[config.mk]
export PLATFORM = sky130hd
export DESIGN_NAME = vga_sync
export DESIGN_NICKNAME = d
export VERILOG_FILES = /design/src/rtl/vga_timing_pkg.sv /design/src/rtl/vga_axis_counter.sv /design/src/rtl/vga_sync.sv
export SDC_FILE = /design/constraint.sdc
export NUM_CORES = 1
export LEC_CHECK = 0
export CELL_PAD_IN_SITES_DETAIL_PLACEMENT = 1
export CELL_PAD_IN_SITES_GLOBAL_PLACEMENT = 1
export CORE_MARGIN = 3
export CORE_UTILIZATION = 38
export DETAILED_ROUTE_END_ITERATION = 10
export MAX_ROUTING_LAYER = met4
export PLACE_DENSITY_LB_ADDON = 0.1
export SYNTH_ARGS = -nofsm -noshare
export SYNTH_HDL_FRONTEND = slang
export SYNTH_SLANG_ARGS = --single-unit
[constraint.sdc]
create_clock -name clock_50 -period 3 [get_ports clock_50]
set_input_delay 0.6 -clock clock_50 [delete_from_list [all_inputs] [get_ports clock_50]]
set_output_delay 0.6 -clock clock_50 [all_outputs]
set_load 0.05 [all_outputs]
[src/rtl/vga_timing_pkg.sv]
// Shared 640x480@60 timing constants and the coordinate type used by the VGA sync stage.
package vga_timing_pkg;

   localparam int COORD_W = 10;
   typedef logic [COORD_W-1:0] coord_t;

   localparam int H_DISPLAY_DEF = 640;
   localparam int H_FRONT_DEF   = 16;
   localparam int H_SYNC_DEF    = 96;
   localparam int H_BACK_DEF    = 48;
   localparam int V_DISPLAY_DEF = 480;
   localparam int V_FRONT_DEF   = 10;
   localparam int V_SYNC_DEF    = 2;
   localparam int V_BACK_DEF    = 33;

   localparam int H_TOTAL_DEF      = H_DISPLAY_DEF + H_FRONT_DEF + H_SYNC_DEF + H_BACK_DEF;
   localparam int V_TOTAL_DEF      = V_DISPLAY_DEF + V_FRONT_DEF + V_SYNC_DEF + V_BACK_DEF;
   localparam int H_SYNC_START_DEF = H_DISPLAY_DEF + H_FRONT_DEF;
   localparam int H_SYNC_END_DEF   = H_SYNC_START_DEF + H_SYNC_DEF - 1;
   localparam int V_SYNC_START_DEF = V_DISPLAY_DEF + V_FRONT_DEF;
   localparam int V_SYNC_END_DEF   = V_SYNC_START_DEF + V_SYNC_DEF - 1;

   function automatic coord_t to_coord(input int value);
      return coord_t'(value);
   endfunction

endpackage

[src/rtl/vga_axis_counter.sv]
// One timing axis: enabled wrap counter that resets to its last position, plus
// decode of the value it will hold after this edge (sync window, display region).
module vga_axis_counter
   import vga_timing_pkg::*;
#(
   parameter int DISPLAY = H_DISPLAY_DEF,
   parameter int FRONT   = H_FRONT_DEF,
   parameter int SYNC    = H_SYNC_DEF,
   parameter int BACK    = H_BACK_DEF
) (
   input  logic   i_clk,
   input  logic   i_rst,
   input  logic   i_en,
   output coord_t o_count,
   output logic   o_wrap,
   output logic   o_next_in_sync,
   output logic   o_next_in_display
);

   localparam int     TOTAL        = DISPLAY + FRONT + SYNC + BACK;
   localparam coord_t C_LAST       = to_coord(TOTAL - 1);
   localparam coord_t C_DISPLAY    = to_coord(DISPLAY);
   localparam coord_t C_SYNC_START = to_coord(DISPLAY + FRONT);
   localparam coord_t C_SYNC_END   = to_coord(DISPLAY + FRONT + SYNC - 1);

   coord_t r_count;
   coord_t w_next;
   logic   w_at_last;

   assign w_at_last = (r_count == C_LAST);
   assign o_wrap    = i_en & w_at_last;

   always_comb begin
      w_next = r_count;
      if (i_en) begin
         w_next = w_at_last ? '0 : r_count + coord_t'(1);
      end
   end

   // Reset to the last position so the first enabled step lands on 0.
   always_ff @(posedge i_clk or posedge i_rst) begin
      if (i_rst) begin
         r_count <= C_LAST;
      end else begin
         r_count <= w_next;
      end
   end

   assign o_count           = r_count;
   assign o_next_in_sync    = (w_next >= C_SYNC_START) && (w_next <= C_SYNC_END);
   assign o_next_in_display = (w_next < C_DISPLAY);

endmodule

[src/rtl/vga_sync.sv]
// 640x480@60 VGA timing generator on the 50 MHz board clock with a divide-by-2 pixel enable.
// Define VGA_SYNC_DIRECT_CLK_EN when clock_50 is already the pixel clock (enable held high).
module vga_sync
   import vga_timing_pkg::*;
#(
   parameter int   H_DISPLAY   = H_DISPLAY_DEF,
   parameter int   H_FRONT     = H_FRONT_DEF,
   parameter int   H_SYNC      = H_SYNC_DEF,
   parameter int   H_BACK      = H_BACK_DEF,
   parameter int   V_DISPLAY   = V_DISPLAY_DEF,
   parameter int   V_FRONT     = V_FRONT_DEF,
   parameter int   V_SYNC      = V_SYNC_DEF,
   parameter int   V_BACK      = V_BACK_DEF,
   parameter logic SYNC_ACTIVE = 1'b0
) (
   input  logic               clock_50,
   input  logic               reset,
   output logic               pixel_tick,
   output logic [COORD_W-1:0] pixel_x,
   output logic [COORD_W-1:0] pixel_y,
   output logic               display_on,
   output logic               hsync,
   output logic               vsync,
   output logic               frame_start
);

   logic   r_tick;
   logic   w_update;
   logic   w_h_wrap;
   logic   w_v_wrap;
   logic   w_h_next_sync;
   logic   w_v_next_sync;
   logic   w_h_next_disp;
   logic   w_v_next_disp;
   coord_t w_h_count;
   coord_t w_v_count;
   logic   r_display_on;
   logic   r_hsync;
   logic   r_vsync;
   logic   r_frame_start;

`ifdef VGA_SYNC_DIRECT_CLK_EN
   always_ff @(posedge clock_50 or posedge reset) begin
      if (reset) begin
         r_tick <= 1'b0;
      end else begin
         r_tick <= 1'b1;
      end
   end

   assign w_update = 1'b1;
`else
   // Counters step on edges where the enable is currently high, so each
   // position is held for two clock_50 cycles.
   always_ff @(posedge clock_50 or posedge reset) begin
      if (reset) begin
         r_tick <= 1'b0;
      end else begin
         r_tick <= ~r_tick;
      end
   end

   assign w_update = r_tick;
`endif

   vga_axis_counter #(
      .DISPLAY (H_DISPLAY),
      .FRONT   (H_FRONT),
      .SYNC    (H_SYNC),
      .BACK    (H_BACK)
   ) u_h_axis (
      .i_clk             (clock_50),
      .i_rst             (reset),
      .i_en              (w_update),
      .o_count           (w_h_count),
      .o_wrap            (w_h_wrap),
      .o_next_in_sync    (w_h_next_sync),
      .o_next_in_display (w_h_next_disp)
   );

   vga_axis_counter #(
      .DISPLAY (V_DISPLAY),
      .FRONT   (V_FRONT),
      .SYNC    (V_SYNC),
      .BACK    (V_BACK)
   ) u_v_axis (
      .i_clk             (clock_50),
      .i_rst             (reset),
      .i_en              (w_h_wrap),
      .o_count           (w_v_count),
      .o_wrap            (w_v_wrap),
      .o_next_in_sync    (w_v_next_sync),
      .o_next_in_display (w_v_next_disp)
   );

   // A vertical wrap only happens together with a horizontal wrap, so it marks (0,0).
   always_ff @(posedge clock_50 or posedge reset) begin
      if (reset) begin
         r_display_on  <= 1'b0;
         r_hsync       <= ~SYNC_ACTIVE;
         r_vsync       <= ~SYNC_ACTIVE;
         r_frame_start <= 1'b0;
      end else if (w_update) begin
         r_display_on  <= w_h_next_disp & w_v_next_disp;
         r_hsync       <= w_h_next_sync ? SYNC_ACTIVE : ~SYNC_ACTIVE;
         r_vsync       <= w_v_next_sync ? SYNC_ACTIVE : ~SYNC_ACTIVE;
         r_frame_start <= w_v_wrap;
      end
   end

   assign pixel_tick  = r_tick;
   assign pixel_x     = w_h_count;
   assign pixel_y     = w_v_count;
   assign display_on  = r_display_on;
   assign hsync       = r_hsync;
   assign vsync       = r_vsync;
   assign frame_start = r_frame_start;

endmodule

-- Word level (Yosys, flattened, before mapping)
Index checks and enable logic that the tools add are counted.
- register bits after elaboration: 25
- output and inout bits: 25
- RAM bits: 0
- word-level logic and storage cells: 29
- ROM bits: 0
- latch bits: 0
- memories kept: 0
- muxes and demuxes: 6
- equal/unequal tests: 2
- order comparisons: 6
- shift operators: 0
- reduce and logical (&&, ||, !) cells: 2
- divide/modulo/power cells: 0
- $mul: 0
- bitwise gates (word level): 4
- add/sub/neg operators: 2
- operators with widths (cell ; number):
    10-bit two-way mux ; 4
    10-bit by 1-bit adder with 10-bit output (second input constant) ; 2
    10-bit equality test (second input constant) ; 2
    10-bit >= comparator (second input constant) ; 1
    10-bit by 9-bit >= comparator with 1-bit output (second input constant) ; 1
    10-bit <= comparator (second input constant) ; 1
    10-bit by 9-bit <= comparator with 1-bit output (second input constant) ; 1
    10-bit < comparator (second input constant) ; 1
    10-bit by 9-bit < comparator with 1-bit output (second input constant) ; 1
    1-bit AND ; 3
    1-bit logical AND ; 2
    1-bit two-way mux ; 2
    1-bit NOT ; 1

-- Depth between registers and ports, before layout
Gate-level depths: netlist of the first run.
- depth after elaboration: 6
- depth in mapped cells: 8
- gate-level depth less buffers: 8

-- Modules after synthesis
Synthesis of the first run repeated with hierarchy kept, for this count alone.
- cell total of the unflattened synthesis: 153
- area total of the unflattened synthesis: 1445.1 um^2
- by module, submodules not included (module ; instances ; area an instance (um^2) ; cells an instance ; sequential area each (um^2)):
    vga_axis_counter (u_v_axis) ; 1 ; 631.9 ; 67 ; 254.0
    vga_axis_counter (u_h_axis) ; 1 ; 620.6 ; 70 ; 259.0
    vga_sync ; 1 ; 192.7 ; 16 ; 127.6

-- Worst setup path before layout of the first run
No wires, ideal clock.
- path kind: register -> register
- from: register u_h_axis.r_count[0] (netlist: u_h_axis.o_count[0])
- to: register r_vsync (netlist: vsync)
- clock period less this slack: 2.721 ns
- required time: 2.920 ns
- buffers on the path: 1
- arrival: 2.642 ns
- slack: 0.279 ns
- stages on the path, launching flop included: 8
- path through: dfstp_2 > ha_1 > nand4_1 > or4_1 > buf_2 > o31a_1 > or4_1 > o22a_1
- longest elaborated chain between the ends: 6
- elaborated cells on any way between the ends: 7
- classes of those cells: 2 x order compare; 1 x eq/ne; 2 x mux; 1 x bitwise; 1 x reduce/logical
- ends and longest elaborated chain (element ; RTL line ; RTL):
    from (decl) ; vga_axis_counter.sv:26 ; coord_t r_count;
    from (signal assigned) ; vga_axis_counter.sv:45 ; r_count <= w_next;
    10-bit equality test * ; vga_axis_counter.sv:30 ; assign w_at_last = (r_count == C_LAST);
    1-bit AND * ; vga_axis_counter.sv:31 ; assign o_wrap = i_en & w_at_last;
    10-bit two-way mux * ; vga_axis_counter.sv:35 ; if (i_en) begin
    10-bit by 9-bit >= comparator with 1-bit output / 10-bit by 9-bit <= comparator with 1-bit output (equally long branches) ; vga_axis_counter.sv:50 ; assign o_next_in_sync = (w_next >= C_SYNC_START) && (w_next <= C_SYNC_END);
    1-bit logical AND * ; vga_axis_counter.sv:50 ;
    1-bit two-way mux * ; vga_sync.sv:106 ; r_vsync <= w_v_next_sync ? SYNC_ACTIVE : ~SYNC_ACTIVE;
    to (signal assigned) ; vga_sync.sv:101 ; r_vsync <= ~SYNC_ACTIVE;
    to (signal assigned) ; vga_sync.sv:106 ;
    to (decl) ; vga_sync.sv:39 ; logic r_vsync;
Every way passes the cells marked *; elsewhere a longest branch is shown, timed or not.
A chain may end at the register's enable or synchronous reset.

-- Worst setup path in the final report of the first run
Ends and elaborated chain as after synthesis.

==> impl_metrics.csv, run 1 <==
group,metric,value,unit
critical_path,critPathCaptureType,"register",
critical_path,cp.arrival,3.00,ns
final_layout,nets,182,
synth,ys_seq_area_frac,0.467,
global_route,track_usage,0.189,
synth,synth_warnings,0,
floorplanning,dieWidth,66.1,um
pwr,leakagePower,0.667,nW
timing,finalCriticalPeriod,2.72,ns
clock_network,insertion_delay,0.32,ns
pwr,powerDensity,293,nW/um^2
pwr,ir_drop,0.200,mV
status,outcome,"completed",
clock_network,holdBufCountCts,0,
floorplanning,coreArea,3420,um^2
critical_path,cp_slowest_cell,"or4_1",
timing,slew_viol_final,0,
timing,setup_viol,0,
clock_network,ctsResizeCount,0,
pwr,power,0.000504,W
global_route,grt_pass1_wl,6.20,mm
timing,hold_violations,0,
critical_path,crit_family,"simple AND/OR/NAND/NOR gates",
drt,vias,1252,
synth,synthFlopType,"dfrtp_1",
floorplanning,rows,21,
drt,route.detailed.drc,0,
clock_network,path_clk_slew,0.15,ns
global_route,antenna_found_initial,0,
final_layout,most-common-layout-cells,"clkdlybuf4s50_1, nor2_1, dfrtp_1",
clock_network,numCtsBuffers,3,
timing,timing.final.crit_share,0.908,
place,gp_congestion,0.844,
place,placed_cells_incl_taps,218,
clock_network,cts_tree,"done",
synth,synth_edf_count,0,
clock_network,clock-sinks,25,
floorplanning,start_util,0.401,
critical_path,worstPathCellList,"ha_1 -> nand4_1 -> or4_1 -> nand2b_1 -> o21a_1 -> or4_1 -> o22a_1",
timing,rsz0062_at_grt,"no",
timing,relSlewSlack,0.390,
drt,ant_nets,0,
synth,avgSynthCellArea,9.27,um^2
timing,timing.fmax,367,MHz
clock_network,cts_setup_buffers,0,
drt,wl_per_cell,16.2,um
critical_path,cp_common_cell,"or4_1",
drt,via_per_inst,5.64,
timing,finalClockSkew,0.00812,ns
global_route,grt_pass1_vias,1328,
synth,synth-seq-cells,25,
timing,setup_ws,0.276,ns
synth,synth_area_leaders,"dfrtp_1, dfstp_2, xnor2_1, nand4_1, o21ai_0",
global_route,grt_max_degree,25,
final_layout,antenna_cells,0,
critical_path,critPathMaxStageDelay,0.66,ns
floorplanning,fp.dieH,66.1,um
clock_network,cts_root_buf,"clkbuf_4",
synth,yosysTopAreaCell,"dfrtp_1",
place,preCtsSetupSlack,0.260,ns
clock_network,cts_max_level,1,
final_layout,area_growth,25.5,%
global_route,grt_overflow,0,
critical_path,required,3.27,ns
final_layout,multiInputGateArea,676,um^2
synth,yosysUniqueCellTypes,39,
timing,finalHoldWorstSlack,0.506,ns
final_layout,n_fill_cell,423,
critical_path,start_kind,"register",
timing,tightest_slew,0.913,ns
timing,finalSetupTns,0,ns
final_layout,drive_gt1_frac,0.125,
critical_path,crit_buf_inv,0,
floorplanning,ioPinCount,27,
floorplanning,die_area,4370,um^2
clock_network,cts_buffer_depth,2,
critical_path,worstSetupPathType,"reg2reg",
drt,wirelength,3.61,mm
place,place_hpwl,2.76,mm
flow_run,cap_violations,0,
synth,postSynthCellCount,148,
final_layout,fin_cells,222,
synth,synth_fp_nets,153,
final_layout,seq_area,641,um^2
synth,synth_top_area_frac,0.237,
final_layout,final_common_cell,"clkdlybuf4s50_1",
place,port_buffers,26,
drt,drtIter0Drc,40,
critical_path,cp_max_fo,8,
worst_hold_path,min_path_type,"reg2reg",
synth,async_flop_share,1.00,
synth,mappedNetlistArea,1370,um^2
drt,dr.pass1.iters,4,
-- path summary, 6_finish.rpt --
check,start,end,cells past startpoint,slack [ns]
min reg2reg,hsync$_DFFE_PP1P_,hsync$_DFFE_PP1P_,2,0.51
min,hsync$_DFFE_PP1P_,hsync$_DFFE_PP1P_,2,0.51
max reg2reg,u_h_axis.o_count[0]$_DFF_PP1_,vsync$_DFFE_PP1P_,7,0.28
min in group asynchronous,reset,u_v_axis.o_count[8]$_DFF_PP0_,2,0.75
max in group asynchronous,reset,u_h_axis.o_count[9]$_DFF_PP1_,3,1.58
max,u_h_axis.o_count[0]$_DFF_PP1_,vsync$_DFFE_PP1P_,7,0.28
-- kinds of logic (layout without fill, tap and decap cells) --
group	after synthesis	in the layout	synth area share
compound gates	32	32	0.148
xor+xnor	9	9	0.0575
fa+ha+maj	3	3	0.0274
buf+inv	14	42	0.0401
flops	25	25	0.467
mux	2	2	0.0146
simple gates	63	63	0.245
-- worst reg2reg max path, delay by kind of cell, from the launching register on --
kind / cells / cell delay [ns]
flops: 1 / 0.60
simple gates: 4 / 1.47
fa+ha+maj: 1 / 0.24
compound gates: 2 / 0.37
-- stage by stage --
stage | util | cell area (um^2)
2_1_floorplan | - | 1370
3_3_place_gp | 0.496 | 1690
3_5_place_dp | 0.496 | 1690
4_1_cts | 0.504 | 1720
5_1_grt | 0.504 | 1720
6_report | 0.504 | 1720
-- routing by layer --
layer  track usage  vias up  part of all wire
met2         0.324       24              0.53
li1              -      595                 -
met4        0.0863        0             0.018
met3        0.0272        6             0.024
met5             -        -                 0
met1         0.218      627              0.43
-- flip-flops by register name, indices dropped and copies added (netlist names) --
signal,cells
pixel_tick,1
frame_start,1
u_v_axis.o_count,10
u_h_axis.o_count,10
vsync,1
display_on,1
hsync,1
-- layout make-up --
class	count	area share
inverters	8	0.0174
clock inverters	1	0.00291
clock buffers	3	0.0131
flip-flops and latches	25	0.372
well taps	46	0.0334
multi-input cells	109	0.392
repair buffers	30	0.169
-- synthesized netlist by cell type, types with 4 or more instances --
cell type	count
dfrtp_1	13
nor2_1	13
dfstp_2	12
nand2_1	12
o21ai_0	10
inv_1	8
nand3_1	8
nand4_1	8
xnor2_1	8
a21oi_1	7
and3_1	4
clkbuf_1	4
nor3_1	4
-- power by group --
group | switching (W) | leakage (nW) | internal (W)
Sequential | 0 | 0.297 | 0.000338
Clock | 0.000107 | 0.0177 | 0.0000499
Combinational | 0.00000669 | 0.352 | 0.00000203
Total | 0.000114 | 0.667 | 0.000390
(Power assumes the default switching activity.)
==> inputs of run 2 (changes only) <==
CORE_UTILIZATION = 35   (was 38)
==> run 2 against run 1 <==
Utilization shrank 3.5 points. Fmax fell by 0.71%. Worst setup slack worse by 0.019 ns. Non-clock buffer count unchanged. Critical path depth unchanged. Clock power rose by 31%. Worst hold slack worse by 0.012 ns. Count of clock-buffer cells in the layout increased by 1. Combinational power rose by 2%.
==> impl_metrics.csv, run 2 (same netlist as run 1, synthesis figures left out) <==
group,metric,value,unit
status,outcome,"completed",
critical_path,critPathCaptureType,"register",
drt,route.detailed.drc,0,
place,port_buffers,26,
critical_path,critPathMaxStageDelay,0.66,ns
critical_path,cp.arrival,2.96,ns
drt,wl_per_cell,16.8,um
floorplanning,fp.dieH,68.6,um
clock_network,cts_buffer_depth,2,
timing,timing.fmax,365,MHz
timing,finalCriticalPeriod,2.74,ns
drt,wl_met3,104,um
timing,hold_violations,0,
global_route,grt_pass1_vias,1361,
critical_path,worstSetupPathType,"reg2reg",
pwr,switching_share,0.213,
final_layout,drive_gt1_frac,0.119,
floorplanning,ioPinCount,27,
drt,ant_nets,0,
timing,slew_viol_final,0,
clock_network,cts_root_buf,"clkbuf_8",
worst_hold_path,min_path_type,"reg2reg",
final_layout,antenna_cells,0,
floorplanning,rows,22,
drt,m1WireLength,1.62,mm
pwr,p_seq_frac,0.611,
worst_hold_path,holdPathStages,2,
worst_hold_path,min_to,"hsync$_DFFE_PP1P_",
timing,timing.final.crit_share,0.914,
clock_network,insertion_delay,0.28,ns
clock_network,cts_setup_buffers,0,
final_layout,most-common-layout-cells,"clkdlybuf4s50_1, nor2_1, dfrtp_1",
pwr,intPower,0.000435,W
global_route,antenna_found_initial,0,
global_route,track_usage,0.189,
critical_path,cp_common_cell,"or4_1",
pwr,powerDensity,317,nW/um^2
critical_path,rrSetupSlack,0.26,ns
clock_network,numCtsBuffers,3,
drt,wirelength,3.76,mm
pwr,power,0.000553,W
critical_path,crit_buf_inv,0,
floorplanning,coreArea,3720,um^2
drt,highest_layer,"met4",
floorplanning,die_area,4710,um^2
worst_hold_path,worstHoldStart,"hsync$_DFFE_PP1P_",
timing,tightest_slew,0.895,ns
global_route,grt_pass1_wl,6.49,mm
timing,setup_viol,0,
pwr,ir_drop,0.242,mV
place,gp_congestion,0.839,
drt,met2_length,1.99,mm
place,place_hpwl,2.86,mm
pwr,leakagePower,0.672,nW
floorplanning,start_util,0.369,
timing,finalClockSkew,0.00786,ns
pwr,p_comb_frac,0.016,
drt,dr.pass1.iters,4,
final_layout,area_growth,27.0,%
clock_network,ctsResizeCount,0,
drt,vias,1255,
critical_path,reg2reg_to,"vsync$_DFFE_PP1P_",
pwr,clkPwrFrac,0.373,
floorplanning,dieWidth,68.6,um
clock_network,clock-sinks,25,
timing,rsz0062_at_grt,"no",
timing,finalSetupTns,0,ns
pwr,power.switching,0.000118,W
critical_path,crit_family,"simple AND/OR/NAND/NOR gates",
timing,relSlewSlack,0.403,
critical_path,timing.rr.start,"u_h_axis.o_count[0]$_DFF_PP1_",
final_layout,final_common_cell,"clkdlybuf4s50_1",
critical_path,required,3.22,ns
critical_path,cp_max_fo,8,
critical_path,cp_slowest_cell,"or4_1",
global_route,grt_max_degree,24,
clock_network,holdBufCountCts,0,
clock_network,cts_max_level,1,
global_route,grt_overflow,0,
critical_path,start_kind,"register",
clock_network,path_clk_slew,0.09,ns
critical_path,worstPathCellList,"ha_1 -> nand4_1 -> or4_1 -> nand2b_1 -> o21a_1 -> or4_1 -> o22a_1",
critical_path,reg2regPathDepth,7,
drt,drtIter0Drc,80,
final_layout,nets,182,
drt,via_per_inst,5.60,
clock_network,cts_tree,"done",
flow_run,cap_violations,0,
run 2: changes by cell type in the layout (fill, tap and decap cells not counted), sizes merged:
cell / before / now
clkbuf: 3 / 4
clkinv: 1 / 0
run 2: power groups by stage:
stage / sequential [W] / clock [W] / combinational (W)
floorplan: 0.000344 / 0 / 0.00000487
global placement: 0.000344 / 0 / 0.00000923
detailed placement: 0.000344 / 0 / 0.00000946
CTS: 0.000338 / 0.000219 / 0.00000944
global route: 0.000338 / 0.000234 / 0.0000104
finish: 0.000338 / 0.000206 / 0.00000888
run 2: cell type report:
class	instances	area, um^2
fillers	438	1970
multi-input cells	109	676
flip-flops and latches	25	641
repair buffers	30	290
well taps	48	60.1
clock buffers	4	45.0
inverters	8	30.0
run 2: worst reg2reg max path, stage by stage (launching register included):
cell      delay [ns]
dfstp_2         0.58
ha_1            0.26
nand4_1         0.19
or4_1           0.66
nand2b_1        0.24
o21a_1          0.19
or4_1           0.40
o22a_1          0.17
run 2: stage by stage:
| stage | worst slack [ns] | hold WS (ns) | utilization | cell area [um^2] | cells |
|---|---|---|---|---|---|
| global placement | 0.379 | 0.482 | 0.457 | 1700 | 220 |
| CTS | 0.261 | 0.506 | 0.469 | 1740 | 224 |
| global route | 0.134 | 0.531 | 0.469 | 1740 | 224 |
| detailed placement | 0.273 | 0.498 | 0.457 | 1700 | 220 |
| floorplan | 0.279 | 0.593 | - | 1370 | 148 |
| finish | 0.257 | 0.494 | 0.469 | 1740 | 224 |
run 2: worst max path at each step:
stage | start | to | slack [ns] | cells past startpoint
finish | u_h_axis.o_count[0]$_DFF_PP1_ | vsync$_DFFE_PP1P_ | 0.26 | 7
floorplan | u_h_axis.o_count[0]$_DFF_PP1_ | vsync$_DFFE_PP1P_ | 0.28 | 7
detailed placement | u_h_axis.o_count[0]$_DFF_PP1_ | vsync$_DFFE_PP1P_ | 0.27 | 7
CTS | u_h_axis.o_count[0]$_DFF_PP1_ | vsync$_DFFE_PP1P_ | 0.26 | 7
global route | u_h_axis.o_count[0]$_DFF_PP1_ | vsync$_DFFE_PP1P_ | 0.13 | 7
global placement | u_h_axis.o_count[0]$_DFF_PP1_ | vsync$_DFFE_PP1P_ | 0.38 | 7
run 2: routing by layer:
metal,vias to the layer above,GRT usage
li1,593,-
met1,633,0.222
met2,23,0.322
met3,6,0.0470
met4,0,0.0471
met5,-,-
==> inputs of run 3 (changes only) <==
SLEW_MARGIN = 15   (was not set)
TNS_END_PERCENT = 30   (was not set)
==> results of run 3 <==
The final DEF is identical to that of run 2; final timing and power are the same.
